===== src/rtl/brg_xcel_dispatch_pkg.sv =====
// rtl/brg_xcel_dispatch_pkg.sv - shared types and constants for the accelerator dispatcher
package brg_xcel_dispatch_pkg;

   typedef enum logic [1:0] {
      S_IDLE     = 2'd0,
      S_FWD      = 2'd1,
      S_WAIT_RET = 2'd2,
      S_RESP     = 2'd3
   } state_e;

   localparam logic [31:0] ERR_DATA_DEFAULT = 32'hDEAD_BEEF;

   // Select field needs at least one bit even with a single accelerator.
   function automatic int sel_width_f(input int n);
      return (n < 2) ? 1 : $clog2(n);
   endfunction

endpackage


===== src/rtl/brg_xcel_resp_mux.sv =====
// rtl/brg_xcel_resp_mux.sv - registered N:1 response data select with spurious-return detect
module brg_xcel_resp_mux
   import brg_xcel_dispatch_pkg::*;
#(
   parameter int                      num_xcel_p   = 4,
   parameter int                      data_width_p = 32,
   parameter int                      sel_width_p  = 2,
   parameter logic [data_width_p-1:0] err_data_p   = data_width_p'(ERR_DATA_DEFAULT)
) (
   input  logic                               clk_i,
   input  logic                               reset_n_i,
   input  logic [sel_width_p-1:0]             tgt_i,
   input  logic                               window_i,
   input  logic                               capture_i,
   input  logic                               load_err_i,
   input  logic [num_xcel_p-1:0]              ret_v_i,
   input  logic [num_xcel_p*data_width_p-1:0] ret_data_i,
   output logic                               hit_o,
   output logic                               spurious_o,
   output logic [data_width_p-1:0]           data_o
);

   logic [data_width_p-1:0] slice [num_xcel_p];
   logic [data_width_p-1:0] data_q, data_d;
   logic [num_xcel_p-1:0]   stray;

   for (genvar k = 0; k < num_xcel_p; k++) begin : g_slice
      assign slice[k] = ret_data_i[k*data_width_p +: data_width_p];
   end

   assign hit_o  = window_i & ret_v_i[tgt_i];
   assign data_o = data_q;

   // Any return outside the live window, or from a non-target accelerator, is stray.
   always_comb begin
      stray = ret_v_i;
      if (window_i) begin
         stray[tgt_i] = 1'b0;
      end
      spurious_o = |stray;
   end

   // Next response word: captured accelerator data, or the error pattern.
   always_comb begin
      data_d = data_q;
      if (capture_i) begin
         data_d = slice[tgt_i];
      end else if (load_err_i) begin
         data_d = err_data_p;
      end
   end

   // Response data register, held until the next response is produced.
   always_ff @(posedge clk_i or negedge reset_n_i) begin
      if (!reset_n_i) begin
         data_q <= '0;
      end else begin
         data_q <= data_d;
      end
   end

endmodule


===== src/rtl/brg_slave_xcel_dispatch.sv =====
// rtl/brg_slave_xcel_dispatch.sv - shares one endpoint slave port among several accelerators
module brg_slave_xcel_dispatch
   import brg_xcel_dispatch_pkg::*;
#(
   parameter int                      num_xcel_p   = 4,
   parameter int                      addr_width_p = 32,
   parameter int                      data_width_p = 32,
   parameter int                      sel_lsb_p    = 8,
   parameter int                      timeout_p    = 255,
   parameter logic [data_width_p-1:0] err_data_p   = data_width_p'(ERR_DATA_DEFAULT)
) (
   input  logic                               clk_i,
   input  logic                               reset_n_i,
   input  logic                               in_v_i,
   input  logic [addr_width_p-1:0]            in_addr_i,
   input  logic [data_width_p-1:0]            in_data_i,
   input  logic [data_width_p/8-1:0]          in_mask_i,
   input  logic                               in_we_i,
   output logic                               in_yumi_o,
   output logic                               returning_v_o,
   output logic [data_width_p-1:0]            returning_data_o,
   output logic [num_xcel_p-1:0]              xcel_v_o,
   output logic [addr_width_p-1:0]            xcel_addr_o,
   output logic [data_width_p-1:0]            xcel_data_o,
   output logic [data_width_p/8-1:0]          xcel_mask_o,
   output logic                               xcel_we_o,
   input  logic [num_xcel_p-1:0]              xcel_yumi_i,
   input  logic [num_xcel_p-1:0]              xcel_ret_v_i,
   input  logic [num_xcel_p*data_width_p-1:0] xcel_ret_data_i,
   output logic                               busy_o,
   output logic                               err_o,
   input  logic                               err_clear_i
);

   localparam int sel_width_lp   = sel_width_f(num_xcel_p);
   localparam int timer_width_lp = (timeout_p < 1) ? 1 : $clog2(timeout_p + 1);

   state_e                    state_q, state_d;
   logic [sel_width_lp-1:0]   tgt_q, tgt_d, sel;
   logic [timer_width_lp-1:0] timer_q, timer_d;
   logic                      err_q, err_d;
   logic                      mapped, window, hit, spurious;
   logic                      capture, load_err, err_fsm, yumi;
   logic [num_xcel_p-1:0]     xcel_v;

   assign sel    = in_addr_i[sel_lsb_p +: sel_width_lp];
   assign mapped = 32'(sel) < 32'(num_xcel_p);
   assign window = (state_q == S_FWD) || (state_q == S_WAIT_RET);

   brg_xcel_resp_mux #(
      .num_xcel_p   (num_xcel_p),
      .data_width_p (data_width_p),
      .sel_width_p  (sel_width_lp),
      .err_data_p   (err_data_p)
   ) u_resp_mux (
      .clk_i      (clk_i),
      .reset_n_i  (reset_n_i),
      .tgt_i      (tgt_q),
      .window_i   (window),
      .capture_i  (capture),
      .load_err_i (load_err),
      .ret_v_i    (xcel_ret_v_i),
      .ret_data_i (xcel_ret_data_i),
      .hit_o      (hit),
      .spurious_o (spurious),
      .data_o     (returning_data_o)
   );

   // Request sequencing: decode, forward, wait for return (bounded), respond once.
   always_comb begin
      state_d  = state_q;
      tgt_d    = tgt_q;
      timer_d  = timer_q;
      capture  = 1'b0;
      load_err = 1'b0;
      err_fsm  = 1'b0;
      yumi     = 1'b0;
      xcel_v   = '0;
      case (state_q)
         S_IDLE: begin
            if (in_v_i) begin
               if (mapped) begin
                  tgt_d   = sel;
                  state_d = S_FWD;
               end else begin
                  yumi     = 1'b1;
                  load_err = 1'b1;
                  err_fsm  = 1'b1;
                  state_d  = S_RESP;
               end
            end
         end
         S_FWD: begin
            xcel_v[tgt_q] = 1'b1;
            yumi          = xcel_yumi_i[tgt_q];
            if (yumi) begin
               if (hit) begin
                  capture = 1'b1;
                  state_d = S_RESP;
               end else begin
                  timer_d = '0;
                  state_d = S_WAIT_RET;
               end
            end
         end
         S_WAIT_RET: begin
            // A return arriving on the timeout cycle still wins over the error.
            if (hit) begin
               capture = 1'b1;
               state_d = S_RESP;
            end else if (timer_q == timer_width_lp'(timeout_p)) begin
               load_err = 1'b1;
               err_fsm  = 1'b1;
               state_d  = S_RESP;
            end else begin
               timer_d = timer_q + 1'b1;
            end
         end
         S_RESP: begin
            state_d = S_IDLE;
         end
         default: begin
            state_d = S_IDLE;
         end
      endcase
   end

   // Sticky error: a new error event beats a simultaneous clear.
   assign err_d = err_fsm | spurious | (err_q & ~err_clear_i);

   // State, target, timer and error registers.
   always_ff @(posedge clk_i or negedge reset_n_i) begin
      if (!reset_n_i) begin
         state_q <= S_IDLE;
         tgt_q   <= '0;
         timer_q <= '0;
         err_q   <= 1'b0;
      end else begin
         state_q <= state_d;
         tgt_q   <= tgt_d;
         timer_q <= timer_d;
         err_q   <= err_d;
      end
   end

   // The unmapped-request yumi is combinational from in_v_i, so hold it low in reset.
   assign in_yumi_o     = yumi & reset_n_i;
   assign xcel_v_o      = xcel_v;
   assign xcel_addr_o   = in_addr_i;
   assign xcel_data_o   = in_data_i;
   assign xcel_mask_o   = in_mask_i;
   assign xcel_we_o     = in_we_i;
   assign returning_v_o = (state_q == S_RESP);
   assign busy_o        = (state_q != S_IDLE);
   assign err_o         = err_q;

endmodule


===== config.mk =====
export PLATFORM = sky130hd
export DESIGN_NAME = brg_slave_xcel_dispatch
export DESIGN_NICKNAME = d
export VERILOG_FILES = /design/src/rtl/brg_xcel_dispatch_pkg.sv /design/src/rtl/brg_xcel_resp_mux.sv /design/src/rtl/brg_slave_xcel_dispatch.sv
export SDC_FILE = /design/constraint.sdc
export NUM_CORES = 1
export LEC_CHECK = 0
export CAP_MARGIN = 40
export CORE_AREA = 2 2 125 127
export DETAILED_ROUTE_END_ITERATION = 7
export DIE_AREA = 0 0 127 129
export GPL_ROUTABILITY_DRIVEN = 1
export GPL_TIMING_DRIVEN = 0
export PLACE_DENSITY_LB_ADDON = 0.05
export SLEW_MARGIN = 10
export SYNTH_ARGS = -nofsm -noshare
export SYNTH_HDL_FRONTEND = slang
export SYNTH_HIERARCHICAL = 1
export SYNTH_SLANG_ARGS = --single-unit

===== constraint.sdc =====
create_clock -name clk_i -period 3 [get_ports clk_i]
set_input_delay 0.45 -clock clk_i [delete_from_list [all_inputs] [get_ports clk_i]]
set_output_delay 0.45 -clock clk_i [all_outputs]
set_load 0.05 [all_outputs]

==> flow_metrics.env, run 1 <==
export IMPL_cts_made_buffers=5
export IMPL_nNetsFinal=812
export IMPL_fin_crit_ns=2.78
export IMPL_dr_pass1_iters=4
export IMPL_synth_common_cells="69 x buf_4, 45 x dfrtp_1, 35 x nand2_1"
export IMPL_r2r_end="u_resp_mux/data_o[29]"
export IMPL_cts_hold_buf=0
export IMPL_grt_pass1_wl_um=18900
export IMPL_power_uw=5170
export IMPL_leakage_uw=0.00262
export IMPL_gp_congestion=0.745
export IMPL_clock_power_share=0.122
export IMPL_yosysSeqAreaShare=0.320
export IMPL_timing_slew_headroom=0.571
export IMPL_crit_path_start_kind="flop"
export IMPL_reg2reg_depth=9
export IMPL_seq_power_share=0.202
export IMPL_p_switching_uw=2400
export IMPL_synth_area_leaders="dfrtp_1 32%, mux4_2 21%, buf_4 15%"
export IMPL_viasPerCell=4.46
export IMPL_ioPinCount=318
export IMPL_synth_xor_area_frac=0
export IMPL_clkTransAtPathRegs_ns=0.07
export IMPL_wirelength_um=12600
export IMPL_synthToLayoutAreaGrowth_pct=83.9
export IMPL_antenna_found_initial=0
export IMPL_post_synth_top_count_cell="buf_4"
export IMPL_drv_cap=0
export IMPL_htreeDepth=2
export IMPL_hold_viol_final=0
export IMPL_r2r_slack_ns=0.22
export IMPL_synth_compound_area_frac=0.111
export IMPL_rsz0062_at_grt="no"
export IMPL_placed_area_mm2=0.00627
export IMPL_antenna_left=0
export IMPL_fin_util=0.431
export IMPL_cp_required_ns=3.18
export IMPL_endpoint_kind="flop"
export IMPL_yosys_warnings=6
export IMPL_drtIter0Drc=102
export IMPL_power_density_mw_per_mm2=801
export IMPL_postCtsSetupBuffers=0
export IMPL_grt_use_total=0.146
export IMPL_vias=3507
export IMPL_grt_pass1_vias=3623
export IMPL_synth_top_family_by_area="multiplexers"
export IMPL_async_flop_share=1.00
export IMPL_dr_wl_met3_um=1120
export IMPL_drive_gt1_frac=0.231
export IMPL_min_period_over_period=0.925
export IMPL_setup_viol=0
export IMPL_ys_flop_type="dfrtp_1"
export IMPL_peakVddDrop_uv=243
export IMPL_status="finished clean"
export IMPL_rows=45
export IMPL_maxSlewViolCount=0
export IMPL_synth_area_mm2=0.00351
export IMPL_synth_area_leader_cell="dfrtp_1"
export IMPL_avgSynthCellArea_um2=10.4
export IMPL_synth_seq_cells=45
export IMPL_hpwlAfterDp_um=10600
export IMPL_tightest_slew_ns=0.642
export IMPL_synth_edf_count=0
export IMPL_switching_share=0.465
export IMPL_root_buffer="clkbuf_16"
export IMPL_p_int_uw=2770
export IMPL_cts_tree="built"
export IMPL_cts_sinks=45
export IMPL_wl_met1_um=4600
export IMPL_yosysTopAreaCellShare=0.320
export IMPL_yosys_area_share_simple=0.121
export IMPL_holdCritPathClass="in2async"
export IMPL_clock_skew_ns=0.00937
export IMPL_port_buffers=250
export IMPL_die_y_um=129
export IMPL_syn_inst=339
export IMPL_drt_wirelength_per_cell_um=16.1
export IMPL_grt_overflow_total=0
export IMPL_fmax_mhz=360
export IMPL_grt_start_max_net_pins=26
export IMPL_drcViolationCount=0
export IMPL_crit_type="reg2reg"
export IMPL_synth_mux_area_frac=0.234
export IMPL_syn_nets=554
export IMPL_worstPathArrival_ns=2.95
export IMPL_worst_path_max_fanout=10
export IMPL_synth_fa_ha_area_frac=0.0214
export IMPL_route_top_layer_used="met4"
export IMPL_core_area_mm2=0.0150
export IMPL_final_area_mm2=0.00646
export IMPL_cts_max_path_buffers=2
export IMPL_timing_rr_start="tgt_q[0]"
export IMPL_die_w_um=127
export IMPL_n_antenna_cell=0
export IMPL_initial_core_util=0.235
export IMPL_die_area_mm2=0.0164
export IMPL_clkLatencyLatePin_ns=0.29
export IMPL_power_frac_comb=0.676
export IMPL_synth_cell_types=42
export IMPL_wl_met2_um=6830
power groups by stage:
stage          logic, µW  registers [µW]  clock network, µW
2_1_floorplan       1760            1660                  0
3_3_place_gp        3500            1040                  0
3_5_place_dp        3520            1050                  0
4_1_cts             3540            1050                661
5_1_grt             3750            1080                680
6_report            3500            1040                633
how the worst max path moves through the flow:
stage / from / to / slack, ns / cells past startpoint
finish: tgt_q[0] / u_resp_mux/data_o[29] / 0.22 / 9
global placement: reset_n_i / in_yumi_o / -1.14 / 3
CTS: tgt_q[0] / u_resp_mux/data_o[1] / 0.03 / 10
global route: tgt_q[0] / u_resp_mux/data_o[23] / 0.005 / 10
floorplan: tgt_q[0] / u_resp_mux/data_o[10] / 0.45 / 10
detailed placement: tgt_q[1] / u_resp_mux/data_o[1] / -0.37 / 10
metrics by stage:
stage / std cells / setup WS, ns / hold WS [ns] / setup TNS, ns
floorplan: 339 / 0.452 / 0.154 / 0
global placement: 777 / -1.14 / 0.473 / -10.26
detailed placement: 778 / -0.366 / 0.489 / -8.95
CTS: 786 / 0.0298 / 0.204 / 0
global route: 786 / 0.00538 / 0.239 / 0
finish: 786 / 0.224 / 0.184 / 0
layout make-up:
class / count / area (µm²)
inverter: 7 / 26.3
tap: 188 / 235
clock buffer: 6 / 129
timing repair buffer: 251 / 2520
buffer: 90 / 666
sequential: 45 / 1130
clock inverter: 2 / 38.8
multi-input combinational: 197 / 1720
fill: 1467 / 8510
worst max-delay path: stages, from the launching register on:
cell and delay [ns]:
dfrtp_1 0.44, buf_6 0.21, buf_12 0.17, mux4_2 0.49, and2_1 0.21, nand2b_1 0.17, nor3_2 0.28, clkbuf_4 0.26
nor2_1 0.17, a22o_1 0.27
what timing repair did:
action / CTS / global route
pin swaps: 0 / 0
resized for setup: 6 / 9
endpoints found under the setup margin: 33 / 33
routing by layer:
layer	GRT usage	vias to the layer above
met5	0	-
met4	0.0278	0
met3	0.0507	6
met2	0.278	146
met1	0.157	1691
li1	-	1664
layout by cell type (no fill, tap or decap), types with 2 or more instances in the layout:
cell,Yosys,routed
nand2_1,35,35
mux2i_1,2,2
nand4_1,3,3
mux2_2,4,4
buf_12,1,2
clkbuf_1,10,6
nand3_1,4,4
o221ai_1,4,3
clkdlybuf4s50_1,0,249
buf_2,3,4
a22o_1,9,9
nor2_1,33,33
mux4_2,33,33
o21ai_0,32,32
o211a_1,2,2
and2_1,4,4
buf_4,69,70
nand2b_1,3,3
ha_1,6,6
buf_6,4,4
clkbuf_16,0,5
clkbuf_2,2,3
inv_1,7,7
clkbuf_4,0,3
nand3b_1,3,3
nor3b_1,2,2
or2_2,2,2
dfrtp_1,45,45
logic make-up after synthesis:
group	after synthesis
buffers and inverters	97
AND/OR/NAND/NOR	94
AO/OA/AOI/OAI	57
flip-flops	45
multiplexers	40
adder cells (fa/ha/maj)	6
registers in the layout, summed over array words and instances, names as in the netlist:
name / count
tgt_q: 2
err_o: 1
timer_q: 8
u_resp_mux/data_o: 32
state_q: 2
(Power assumes the default switching activity.)
==> run 2: changes to the inputs <==
--- a/config.mk
+++ b/config.mk
@@ -12,6 +12,7 @@
 export GPL_ROUTABILITY_DRIVEN = 1
 export GPL_TIMING_DRIVEN = 0
 export PLACE_DENSITY_LB_ADDON = 0.05
+export SKIP_LAST_GASP = 1
 export SLEW_MARGIN = 10
 export SYNTH_ARGS = -nofsm -noshare
 export SYNTH_HDL_FRONTEND = slang
==> run 2 against run 1 <==
Global-route usage unchanged; via count fell by 0.26%; sequential power hardly changed; die area unchanged; core utilization barely moved; non-clock buffer count stayed put; final cell count is the same; first-iteration DRC count down 2.9%; total power hardly changed; fmax about the same; critical path depth increased by 1; worst hold slack better by 0.0025 ns; critical endpoint is now u_resp_mux/data_o[10].
==> flow_metrics.env, run 2 (same netlist as run 1, synthesis figures left out) <==
export IMPL_status="finished clean"
export IMPL_path_cells="buf_6 > buf_12 > mux4_2 > and2_1 > nand2b_1 > nor3_2 > clkbuf_4 > buf_2 > nor2_1 > o21ai_0"
export IMPL_gp_congestion=0.745
export IMPL_p_int_uw=2770
export IMPL_largest_reg_flops=32
export IMPL_power_density_mw_per_mm2=801
export IMPL_hold_viol_final=0
export IMPL_core_area_mm2=0.0150
export IMPL_crit_path_start_kind="flop"
export IMPL_leakage_uw=0.00262
export IMPL_clock_skew_ns=0.00968
export IMPL_maxSlewViolCount=0
export IMPL_wl_met1_um=4620
export IMPL_cts_hold_buf=0
export IMPL_final_common_cell="clkdlybuf4s50_1"
export IMPL_timing_slew_headroom=0.573
export IMPL_root_buffer="clkbuf_16"
export IMPL_die_w_um=127
export IMPL_final_area_mm2=0.00646
export IMPL_postCtsSetupBuffers=0
export IMPL_synthToLayoutAreaGrowth_pct=83.8
export IMPL_crit_family="buffers and inverters"
export IMPL_tns_ns=0
export IMPL_hpwlAfterDp_um=10600
export IMPL_grt_pass1_vias=3623
export IMPL_seq_power_share=0.202
export IMPL_setup_viol=0
export IMPL_clkLatencyLatePin_ns=0.29
export IMPL_viasPerCell=4.45
export IMPL_grt_overflow_total=0
export IMPL_cp_slowest_cell="mux4_2"
export IMPL_grt_start_max_net_pins=26
export IMPL_tightest_slew_ns=0.638
export IMPL_htreeDepth=2
export IMPL_pre_cts_ws_ns=-0.366
export IMPL_clkTransAtPathRegs_ns=0.07
export IMPL_die_y_um=129
export IMPL_dr_wl_met3_um=1120
export IMPL_cts_made_buffers=5
export IMPL_min_period_over_period=0.926
export IMPL_vias=3498
export IMPL_drtIter0Drc=99
export IMPL_ioPinCount=318
export IMPL_clock_power_share=0.123
export IMPL_rows=45
export IMPL_endpoint_kind="flop"
export IMPL_drcViolationCount=0
export IMPL_drv_cap=0
export IMPL_peakVddDrop_uv=243
export IMPL_die_area_mm2=0.0164
export IMPL_initial_core_util=0.235
export IMPL_fmax_mhz=360
export IMPL_wl_met2_um=6820
export IMPL_wirelength_um=12600
export IMPL_dr_pass1_iters=4
export IMPL_switching_share=0.465
export IMPL_fin_crit_ns=2.78
export IMPL_cp_required_ns=3.19
export IMPL_critPathMaxStageDelay_ns=0.49
export IMPL_antenna_found_initial=0
export IMPL_drt_wirelength_per_cell_um=16.1
export IMPL_nNetsFinal=812
export IMPL_antenna_left=0
export IMPL_power_uw=5170
export IMPL_most_common_layout_cells="249 x clkdlybuf4s50_1, 70 x buf_4, 45 x dfrtp_1"
export IMPL_grt_use_total=0.146
export IMPL_port_buffers=250
export IMPL_cts_sinks=45
export IMPL_grt_pass1_wl_um=18900
export IMPL_p_switching_uw=2400
export IMPL_fin_ws_ns=0.223
export IMPL_route_top_layer_used="met4"
export IMPL_worst_path_max_fanout=10
export IMPL_crit_buf_inv=4
export IMPL_drive_gt1_frac=0.231
export IMPL_cts_tree="built"
export IMPL_power_frac_comb=0.676
export IMPL_n_antenna_cell=0
export IMPL_placed_area_mm2=0.00627
export IMPL_crit_type="reg2reg"
export IMPL_rsz0062_at_grt="yes"
export IMPL_cts_max_path_buffers=2
export IMPL_holdCritPathClass="in2async"
export IMPL_worstPathArrival_ns=2.97
[run 2: routing by layer]
metal  up-vias  track usage
li1       1664            -
met5         -            0
met2       144        0.278
met1      1684        0.157
met3         6       0.0507
met4         0       0.0278
[run 2: worst paths after layout]
kind                       cells after the start  slack (ns)               endpoint       from
max                                           10        0.22  u_resp_mux/data_o[10]   tgt_q[0]
min                                            1        0.19   u_resp_mux/data_o[5]  reset_n_i
max reg2reg                                   10        0.22  u_resp_mux/data_o[10]   tgt_q[0]
min reg2reg                                    1        0.50                  err_o      err_o
max in group asynchronous                      2        2.26               tgt_q[0]  reset_n_i
min in group clk_i                             1        0.50                  err_o      err_o
[run 2: power by group through the flow]
stage / combinational (µW) / clock (µW) / sequential [µW]
floorplan: 1760 / 0 / 1660
global placement: 3500 / 0 / 1040
detailed placement: 3520 / 0 / 1050
CTS: 3540 / 661 / 1050
global route: 3750 / 680 / 1080
finish: 3500 / 634 / 1040
[run 2: what timing repair did]
action	4_1_cts	5_1_grt
gates resized for setup	6	8
endpoints found under the hold margin	0	0
endpoints found under the setup margin	33	33
pin swaps	0	0
[run 2: per-stage QoR]
stage                util  hold WS [ns]  std cells
floorplan               -         0.154        339
global placement    0.417         0.473        777
detailed placement  0.418         0.489        778
CTS                 0.430         0.204        786
global route        0.431         0.239        786
finish              0.431         0.187        786
[run 2: final cells by class]
type / instances / area (µm²)
multi-input cells: 197 / 1720
flip-flops and latches: 45 / 1130
clock buffers: 6 / 129
plain buffers: 90 / 663
inverters: 7 / 26.3
repair buffers: 251 / 2520
fillers: 1466 / 8520
well taps: 188 / 235
clock inverters: 2 / 38.8
